File: src/rtl/pipe_hazard_ctrl.sv
// Pipeline hazard controller: load-use / RAW stall FSM, operand forwarding selects, stall counter.
// Define FORWARD_EN for forwarding mode; leave it undefined for stall-only mode.
module pipe_hazard_ctrl (
  input  logic        clk,
  input  logic        rst,
  input  logic [4:0]  id_rs,
  input  logic [4:0]  id_rt,
  input  logic        id_use_rs,
  input  logic        id_use_rt,
  input  logic        ewreg,
  input  logic        em2reg,
  input  logic [4:0]  ereg_addr,
  input  logic        mwreg,
  input  logic        mm2reg,
  input  logic [4:0]  mreg_addr,
  input  logic        branch_taken,
  output logic        stall,
  output logic        bubble,
  output logic        flush_ifid,
  output logic [1:0]  fwd_a,
  output logic [1:0]  fwd_b,
  output logic [15:0] stall_cnt
);

  typedef enum logic {
    RUN   = 1'b0,
    STALL = 1'b1
  } state_t;

  state_t      state_reg, state_next;
  logic [1:0]  rem_reg, rem_next;
  logic [15:0] cnt_reg;

  logic [4:0]  src_addr [2];
  logic        src_use  [2];
  logic        e_match  [2];
  logic        m_match  [2];
  logic [1:0]  need_src [2];
  logic [1:0]  fwd_src  [2];
  logic [1:0]  hazard_n;
  logic        stall_c;
  logic        flush_c;

  // mm2reg never changes the decision: MEM data (ALU or load) is forwarded the same way.
  logic unused_inputs;
  assign unused_inputs = mm2reg;

  assign src_addr[0] = id_rs;
  assign src_addr[1] = id_rt;
  assign src_use[0]  = id_use_rs;
  assign src_use[1]  = id_use_rt;

  generate
    for (genvar gi = 0; gi < 2; gi++) begin : g_src
      assign e_match[gi] = src_use[gi] && ewreg && (src_addr[gi] == ereg_addr) && (src_addr[gi] != 5'd0);
      assign m_match[gi] = src_use[gi] && mwreg && (src_addr[gi] == mreg_addr) && (src_addr[gi] != 5'd0);

`ifdef FORWARD_EN
      always_comb begin
        need_src[gi] = 2'd0;
        fwd_src[gi]  = 2'b00;
        if (e_match[gi]) begin
          if (em2reg) need_src[gi] = 2'd1;
          else        fwd_src[gi]  = 2'b01;
        end else if (m_match[gi]) begin
          fwd_src[gi] = 2'b10;
        end
      end
`else
      always_comb begin
        need_src[gi] = 2'd0;
        fwd_src[gi]  = 2'b00;
        if (e_match[gi])      need_src[gi] = 2'd2;
        else if (m_match[gi]) need_src[gi] = 2'd1;
      end
`endif
    end
  endgenerate

`ifndef FORWARD_EN
  logic unused_load_flag;
  assign unused_load_flag = em2reg;
`endif

  assign hazard_n = (need_src[0] > need_src[1]) ? need_src[0] : need_src[1];

  always_comb begin
    state_next = state_reg;
    rem_next   = rem_reg;
    stall_c    = 1'b0;
    flush_c    = 1'b0;
    case (state_reg)
      RUN: begin
        if (hazard_n != 2'd0) begin
          stall_c = 1'b1;
          if (hazard_n > 2'd1) begin
            state_next = STALL;
            rem_next   = hazard_n - 2'd1;
          end
        end else begin
          flush_c = branch_taken;
        end
      end
      STALL: begin
        // ID operands are stale here, so inputs (including branch_taken) are ignored.
        stall_c = 1'b1;
        if (rem_reg <= 2'd1) begin
          state_next = RUN;
          rem_next   = 2'd0;
        end else begin
          rem_next = rem_reg - 2'd1;
        end
      end
      default: begin
        state_next = RUN;
        rem_next   = 2'd0;
      end
    endcase
  end

  always_ff @(posedge clk or posedge rst) begin
    if (rst) begin
      state_reg <= RUN;
      rem_reg   <= 2'd0;
      cnt_reg   <= 16'd0;
    end else begin
      state_reg <= state_next;
      rem_reg   <= rem_next;
      if (stall_c && (cnt_reg != 16'hFFFF)) cnt_reg <= cnt_reg + 16'd1;
    end
  end

  // Outputs are gated by rst so they drop the instant reset is asserted.
  assign stall      = stall_c & ~rst;
  assign bubble     = stall_c & ~rst;
  assign flush_ifid = flush_c & ~rst;
  assign fwd_a      = (stall_c || rst) ? 2'b00 : fwd_src[0];
  assign fwd_b      = (stall_c || rst) ? 2'b00 : fwd_src[1];
  assign stall_cnt  = cnt_reg;

endmodule
File: config.mk
export PLATFORM = sky130hd
export DESIGN_NAME = pipe_hazard_ctrl
export DESIGN_NICKNAME = d
export VERILOG_FILES = /design/src/rtl/pipe_hazard_ctrl.sv
export SDC_FILE = /design/constraint.sdc
export NUM_CORES = 1
export LEC_CHECK = 0
export ABC_CLOCK_PERIOD_IN_PS = 6710
export CORE_ASPECT_RATIO = 2
export CORE_UTILIZATION = 47
export CTS_CLUSTER_SIZE = 24
export DETAILED_ROUTE_END_ITERATION = 8
export GPL_TIMING_DRIVEN = 0
export PLACE_DENSITY = 0.94
export SYNTH_ARGS = -nofsm -noshare
export SYNTH_HDL_FRONTEND = slang
export SYNTH_SLANG_ARGS = --single-unit
File: constraint.sdc
create_clock -name clk -period 6.71 [get_ports clk]
set_clock_uncertainty 0.2 [all_clocks]
set_input_delay 1.342 -clock clk [delete_from_list [all_inputs] [get_ports clk]]
set_output_delay 1.342 -clock clk [all_outputs]
set_load 0.01 [all_outputs]
== After elaboration in Yosys (flattened, before gate mapping) ==
Index checks and enable logic that the tools add are counted.
Widths: inputs -> output; s select.

* Bits in registers: 19
* Input bits: 29
* Output and inout bits: 23

* $add $sub $neg: 3
* $lt $le $gt $ge: 3
* Equality and inequality tests: 7
* Muxes and demuxes: 17
* Bitwise logic cells: 4
* Reductions and logical operators: 17

{| class="wikitable"
|+ Operator list
! kind !! count
|-
| $eq 5x5->1 || 4
|-
| $add 16x1->16 const B || 1
|-
| $ne 16x16->1 const B || 1
|-
| $logic_and 1x1->1 || 13
|-
| $mux 2 || 6
|-
| $reduce_bool 5->1 || 2
|-
| $mux 1 || 8
|-
| $ne 2x2->1 const B || 2
|-
| $pmux 1 s2 || 2
|-
| $pmux 2 s2 || 1
|-
| $sub 2x1->2 const B || 2
|-
| $and 1x1->1 || 2
|-
| $gt 2x1->1 const B || 1
|-
| $gt 2x2->1 || 1
|-
| $le 2x1->1 const B || 1
|-
| $not 1->1 || 2
|-
| $reduce_and 2->1 || 1
|-
| $reduce_bool 2->1 || 1
|}

== Longest topological paths before layout ==
Gate-level depths: netlist of the first run.

* Depth in word-level cells: 11
* Mapped depth: 15
* Mapped depth without buffers: 15

== Worst setup path before layout of the first run ==
OpenSTA, ideal clock, no wires.

* Path type: input -> output
* Start: input port id_rs[0]
* End: output port stall
* Arrival: 3652 ps
* Path slack: 1516 ps
* Stages on the path: 12
* Path buffers: 1
* Cell sequence: or4_1 > o21ai_0 > or3_1 > ha_1 > nor2_1 > a2bb2oi_1 > o21ai_0 > o32a_2 > ha_1 > nor2b_1 > nor2_1 > buf_4

* Cells in the longest elaborated chain, start to end: 11

{| class="wikitable"
|+ RTL lines
! item !! line !! text
|-
| from (decl) || 6 || <nowiki>input logic [4:0] id_rs,</nowiki>
|-
| $eq 5x5->1 || 56 || <nowiki>assign m_match[gi] = src_use[gi] && mwreg && (src_addr[gi] == mreg_addr) && (src_addr[gi] != 5'd0);</nowiki>
|-
| $logic_and 1x1->1 (2 in series) || 56 ||
|-
| $mux 1 || 74 || <nowiki>else if (m_match[gi]) need_src[gi] = 2'd1;</nowiki>
|-
| $mux 2 * || 73 || <nowiki>if (e_match[gi]) need_src[gi] = 2'd2;</nowiki>
|-
| $gt 2x2->1 || 85 || <nowiki>assign hazard_n = (need_src[0] > need_src[1]) ? need_src[0] : need_src[1];</nowiki>
|-
| $mux 2 * || 85 ||
|-
| $reduce_bool 2->1 * || 94 || <nowiki>if (hazard_n != 2'd0) begin</nowiki>
|-
| $mux 1 * || 94 ||
|-
| $pmux 1 s2 * || 92 || <nowiki>case (state_reg)</nowiki>
|-
| $and 1x1->1 * || -- ||
|-
| to (decl) || 17 || <nowiki>output logic stall,</nowiki>
|}

Mark *: on every way between the ends. The rest lies on a longest branch, timed or not.

== Final worst setup path of the first run ==
* Start: input port id_rs[0]
* End: output port stall

* Cells in the longest elaborated chain, start to end: 11

{| class="wikitable"
|+ RTL lines
! item !! line !! text
|-
| $eq 5x5->1 || 56 ||
|-
| $logic_and 1x1->1 (2 in series) || 56 ||
|-
| $mux 1 || 74 ||
|-
| $mux 2 * || 73 ||
|-
| $gt 2x2->1 || 85 ||
|-
| $mux 2 * || 85 ||
|-
| $reduce_bool 2->1 * || 94 ||
|-
| $mux 1 * || 94 ||
|-
| $pmux 1 s2 * || 92 ||
|-
| $and 1x1->1 * || 134 || <nowiki>assign stall = stall_c & ~rst;</nowiki>
|}

Marks and branches as above.

==> impl_metrics.tcl, run 1 <==
set metrics [dict create \
    die_w_um 39.9 \
    finalNetCount 229 \
    start_kind "input pin" \
    die_area_um2 3100 \
    overflow 0 \
    largest_register_ffs 16 \
    min-delay-start "stall_cnt[10]$_DFFE_PP0P_" \
    cts_setup_buffers 0 \
    required_ns 5.17 \
    grt_pass1_vias 1295 \
    cts-root-buf "clkbuf_8" \
    switching_share_pct 30.3 \
    peakVddDrop_mv 0.0951 \
    antenna_found_initial 0 \
    p_seq_share_pct 45.9 \
    hp-class "flip-flop to flip-flop" \
    cts-buffers-inserted 3 \
    n_fill_cell 225 \
    max_cap_viol_count 0 \
    rsz0062_at_grt "false" \
    min_to "stall_cnt[10]$_DFFE_PP0P_" \
    maxSlewViolCount 0 \
    hold_viol_final 0 \
    track_usage_pct 24.3 \
    pwr-share-clk_pct 24.2 \
    dpl.hpwl_um 2860 \
    power_mw 0.332 \
    grt_max_degree 21 \
    ios 52 \
    power.switching_mw 0.101 \
    ys.flop_type "dfrtp_1" \
    avgRoutedWirePerCell_um 15.0 \
    async_reset_ff_share_pct 100 \
    power_density_nw_per_um2 176 \
    vias 1252 \
    n_antenna_cell 0 \
    area_growth_pct 40.3 \
    first_iter_violations 27 \
    firstDrtPassIters 4 \
    timing.max_slew.rel_slack_pct 48.7 \
    cp_max_fo 4 \
    ctsHoldBuffers 0 \
    fin_setup_tns_ns 0 \
    finalWeightedCongestion 0.816 \
    via_per_inst 5.61 \
    p_leak_nw 0.837 \
    cts_tree "built" \
    fp-row-count 27 \
    fin_crit_ns 6.39 \
    post_cts_resized 0 \
    critPathKind "input pin to primary output" \
    finalCritPeriodShare_pct 95.2 \
    reg2reg_depth 6 \
    ant_nets 0 \
    clock_path_buffers 2 \
    synth_area_um2 1350 \
    syn-instance-count 142 \
    clk_pin_slew_worst_paths_ns 0.07 \
    routed_wirelength_um 3360 \
    synth_cell_types 38 \
    clock_latency_ns 0.26 \
    avgSynthCellArea_um2 9.49 \
    hold_path_depth 1 \
    synth-seq-cells 19 \
    die_h_um 77.7 \
    htree_levels 1 \
    synth_edf_count 0 \
    fin_ws_ns 0.319 \
    hold_slack_ns 0.292 \
    outcome "finished clean" \
    r2r_start "stall_cnt[0]$_DFFE_PP0P_" \
    comb_power_share_pct 29.9 \
    intPower_mw 0.232 \
    cts_num_sinks 19 \
    drive_gt1_share_pct 8.25 \
    rrSetupSlack_ns 4.64 \
    drc 0 \
    cp-end-kind "primary output" \
    initial_core_util_pct 49.2 \
    core_um2 2740 \
    cp.arrival_ns 4.85 \
    post-place-ws_ns 0.352 \
    grt_pass1_wl_um 5330 \
    io_buffers 45 \
    seq_area_frac_synth_pct 35.3 \
    synth_warnings 0 \
    max_freq_mhz 156 \
    r2r_end "stall_cnt[10]$_DFFE_PP0P_" \
    timing.final.setup_violations 0 \
    tightest_slew_ns 0.768 \
]
==> worst max-delay path: stages <==
cell             delay, ns
clkdlybuf4s50_1       0.49
or4_1                 0.53
o21ai_0               0.22
nand4b_1              0.19
nand2b_1              0.13
ha_1                  0.23
a2bb2oi_1             0.18
o21ai_0               0.14
o32a_2                0.21
ha_1                  0.24
nor2b_1               0.17
nor2_1                0.13
buf_4                 0.12
clkdlybuf4s50_1       0.52
==> cells in the final DEF, fill, tap and decap left out, types with 3 or more instances in the layout <==
| cell type | count |
|---|---|
| clkbuf_8 | 3 |
| nor2_1 | 7 |
| clkdlybuf4s50_1 | 45 |
| conb_1 | 4 |
| nand4_1 | 4 |
| dfrtp_1 | 19 |
| nand3_1 | 10 |
| nand2b_1 | 4 |
| and3_1 | 5 |
| xor2_1 | 21 |
| buf_4 | 5 |
| o21ai_0 | 4 |
| xnor2_1 | 12 |
| nor4_1 | 4 |
| nand2_1 | 8 |
| ha_1 | 5 |
| inv_1 | 5 |
==> synth_stat cells, types with 4 or more instances <==
cell type	n	area [µm²]
xor2_1	21	184
nor4_1	4	25.0
nand2b_1	4	25.0
nor2_1	7	26.3
nand2_1	8	30.0
inv_1	5	18.8
buf_4	5	37.5
nand3_1	10	50.1
ha_1	5	62.6
dfrtp_1	19	475
and3_1	5	31.3
o21ai_0	4	20.0
nand4_1	4	25.0
xnor2_1	12	105
==> metrics by stage <==
stage	utilization [%]	instances	cell area, µm²
2_1_floorplan	-	145	1360
3_3_place_gp	67.4	219	1850
3_5_place_dp	67.4	219	1850
4_1_cts	69.1	223	1890
5_1_grt	69.1	223	1890
6_report	69.1	223	1890
==> how the worst max path moves through the flow <==
stage | start | end | depth (start not counted)
floorplan | id_rs[0] | stall | 12
global placement | id_rs[0] | stall | 14
detailed placement | id_rs[0] | stall | 14
CTS | id_rs[0] | stall | 14
global route | id_rt[4] | stall | 15
finish | id_rs[0] | stall | 14
==> power groups by stage <==
stage	sequential, mW	combinational (mW)	clock, mW
final	0.153	0.0994	0.0803
after global routing	0.155	0.110	0.0858
after CTS	0.152	0.100	0.0803
after detailed placement	0.155	0.0997	0
after global placement	0.152	0.0956	0
after floorplan	0.155	0.0433	0
==> per-layer routing <==
layer,global-route usage (%),vias to the layer above,share of wire [%]
met5,0,-,0
met4,15.9,0,3.8
met3,1.71,14,3.6
met2,46.1,57,62
met1,20.4,590,31
li1,-,591,-
==> cell type report <==
type	count	area [µm²]	area share, %
Buffer	6	42.5	2.25
Clock buffer	4	45.0	2.38
Inverter	5	18.8	0.993
Multi-Input combinational cell	115	822	43.5
Sequential cell	19	475	25.1
Tap cell	29	36.3	1.92
Timing Repair Buffer	45	450	23.8
==> cell families after synthesis <==
kind of cell    count (synthesis)  share of synthesized area, %
simple gates                   59                          25.6
xor+xnor                       33                          21.4
flops                          19                          35.3
compound gates                 11                          5.76
buf+inv                        11                          4.55
fa+ha+maj                       5                          4.64
mux                             3                          2.41
other cells                     1                         0.278
Power figures use the tool's default switching activity.
==> run 2: changes to the inputs <==
- SKIP_CTS_REPAIR_TIMING: not set -> 1
==> results of run 2 <==
Final layout, timing and power as in run 1 (identical DEF).
==> run 3: changes to the inputs <==
- CORE_MARGIN: not set -> 4
==> run 3 against run 2 <==
Net effect: sequential cell count did not move; worst setup slack worse by 0.054 ns; first-iteration DRC count is 33% lower; critical path depth grew 1; utilization is 0.84 points lower; highest routed layer unchanged; critical path type unchanged; clock power decreased by 3.6%.
==> impl_metrics.tcl, run 3 (synthesis results as in run 1) <==
set metrics [dict create \
    p_seq_share_pct 46.0 \
    vias 1259 \
    clock_path_buffers 2 \
    multiInputGateArea_um2 822 \
    area_growth_pct 40.3 \
    ant_nets 0 \
    htree_levels 1 \
    first_iter_violations 18 \
    intPower_mw 0.232 \
    tightest_slew_ns 0.732 \
    drive_gt1_share_pct 8.25 \
    fin_crit_ns 6.44 \
    switching_share_pct 30.2 \
    ios 52 \
    finalWeightedCongestion 0.857 \
    grt_max_degree 21 \
    via_per_inst 5.65 \
    critPathKind "input pin to primary output" \
    cp_slowest_cell "or4_1" \
    fin_setup_tns_ns 0 \
    finalCritPeriodShare_pct 96.0 \
    start_kind "input pin" \
    cts-root-buf "clkbuf_8" \
    dp_cells 219 \
    timing.max_slew.rel_slack_pct 51.1 \
    cp-end-kind "primary output" \
    hold_slack_ns 0.299 \
    fp-row-count 27 \
    cts-buffers-inserted 3 \
    grt_util_met2_pct 38.3 \
    max_cap_viol_count 0 \
    use_met3_pct 1.51 \
    power_mw 0.333 \
    fin_cells 223 \
    initial_core_util_pct 48.6 \
    grt_pass1_vias 1363 \
    hp-class "flip-flop to flip-flop" \
    slowest_delay_ns 0.54 \
    routed_wirelength_um 3430 \
    dpl.hpwl_um 2960 \
    antenna_found_initial 0 \
    layout_common_cells "clkdlybuf4s50_1 (45), xor2_1 (21), dfrtp_1 (19), xnor2_1 (12), nand3_1 (10)" \
    grt_busiest_layer "met2" \
    n_antenna_cell 0 \
    firstDrtPassIters 4 \
    finalNetCount 229 \
    core_um2 2770 \
    die_area_um2 3840 \
    cp.arrival_ns 4.90 \
    required_ns 5.17 \
    clk_pin_slew_worst_paths_ns 0.06 \
    p_leak_nw 0.837 \
    die_w_um 45.9 \
    io_buffers 45 \
    worst_path_most_repeated_cell "nor2_1" \
    timing.final.setup_violations 0 \
    use_met1_pct 15.4 \
    post-place-ws_ns 0.255 \
    overflow 0 \
    power.switching_mw 0.100 \
    maxSlewViolCount 0 \
    cts_tree "built" \
    n_fill_cell 234 \
    rsz0062_at_grt "false" \
    max_freq_mhz 155 \
    avgRoutedWirePerCell_um 15.4 \
    cts_num_sinks 19 \
    fin_ws_ns 0.265 \
    grt_pass1_wl_um 5610 \
    drc 0 \
    die_h_um 83.7 \
    track_usage_pct 19.6 \
    outcome "finished clean" \
    final_common_cell "clkdlybuf4s50_1" \
    path_cells "clkdlybuf4s50_1 -> or4_1 -> o21a_1 -> nand4_1 -> nor2_1 -> ha_1 -> nor2_1 -> a2bb2oi_1 -> o21ai_0 -> o32a_2 -> ha_1 -> nor2b_1 -> nor2_1 -> buf_4 -> clkdlybuf4s50_1" \
    regArea_um2 475 \
    comb_power_share_pct 30.7 \
    clock_latency_ns 0.25 \
    hold_viol_final 0 \
    cp_max_fo 4 \
    largest_register_ffs 16 \
    peakVddDrop_mv 0.0828 \
    pwr-share-clk_pct 23.3 \
    power_density_nw_per_um2 176 \
]
-- run 3: path summary, 6_finish.rpt --
kind	slack, ns	start	depth (start not counted)	end
min in group asynchronous	1.35	rst	2	stall_cnt[1]$_DFFE_PP0P_
hold / removal	0.30	stall_cnt[10]$_DFFE_PP0P_	1	stall_cnt[10]$_DFFE_PP0P_
setup / recovery	0.27	id_rt[0]	15	stall
max in group asynchronous	4.50	rst	2	stall_cnt[6]$_DFFE_PP0P_
hold reg to reg	0.30	stall_cnt[10]$_DFFE_PP0P_	1	stall_cnt[10]$_DFFE_PP0P_
setup reg to reg	4.59	stall_cnt[0]$_DFFE_PP0P_	6	stall_cnt[10]$_DFFE_PP0P_
-- run 3: layout make-up --
type                       instances  area share (%)
buffer                             6            2.25
clock buffer                       4            2.38
inverter                           5           0.993
multi-input combinational        115            43.5
sequential                        19            25.1
tap                               29            1.92
timing repair buffer              45            23.8
-- run 3: metrics by stage --
stage          cell area [µm²]  util, %
2_1_floorplan             1360        -
3_3_place_gp              1850     66.6
3_5_place_dp              1850     66.6
4_1_cts                   1890     68.2
5_1_grt                   1890     68.2
6_report                  1890     68.2
-- run 3: power groups by stage --
stage / registers (mW) / clock network (mW) / logic (mW)
final: 0.153 / 0.0774 / 0.102
after floorplan: 0.155 / 0 / 0.0433
after detailed placement: 0.154 / 0 / 0.103
after global routing: 0.156 / 0.0833 / 0.111
after CTS: 0.152 / 0.0796 / 0.104
after global placement: 0.152 / 0 / 0.0964
-- run 3: metal layers --
metal	vias up	wire, µm
li1	589	-
met1	593	950
met2	58	2100
met3	19	178
met4	0	204
met5	-	0
-- run 3: worst max-delay path, delay by kind of cell --
kind	cells	cell delay [ns]
AND/OR/NAND/NOR	6	1.16
buffers and inverters	3	1.14
AO/OA/AOI/OAI	4	0.81
adder cells (fa/ha/maj)	2	0.45
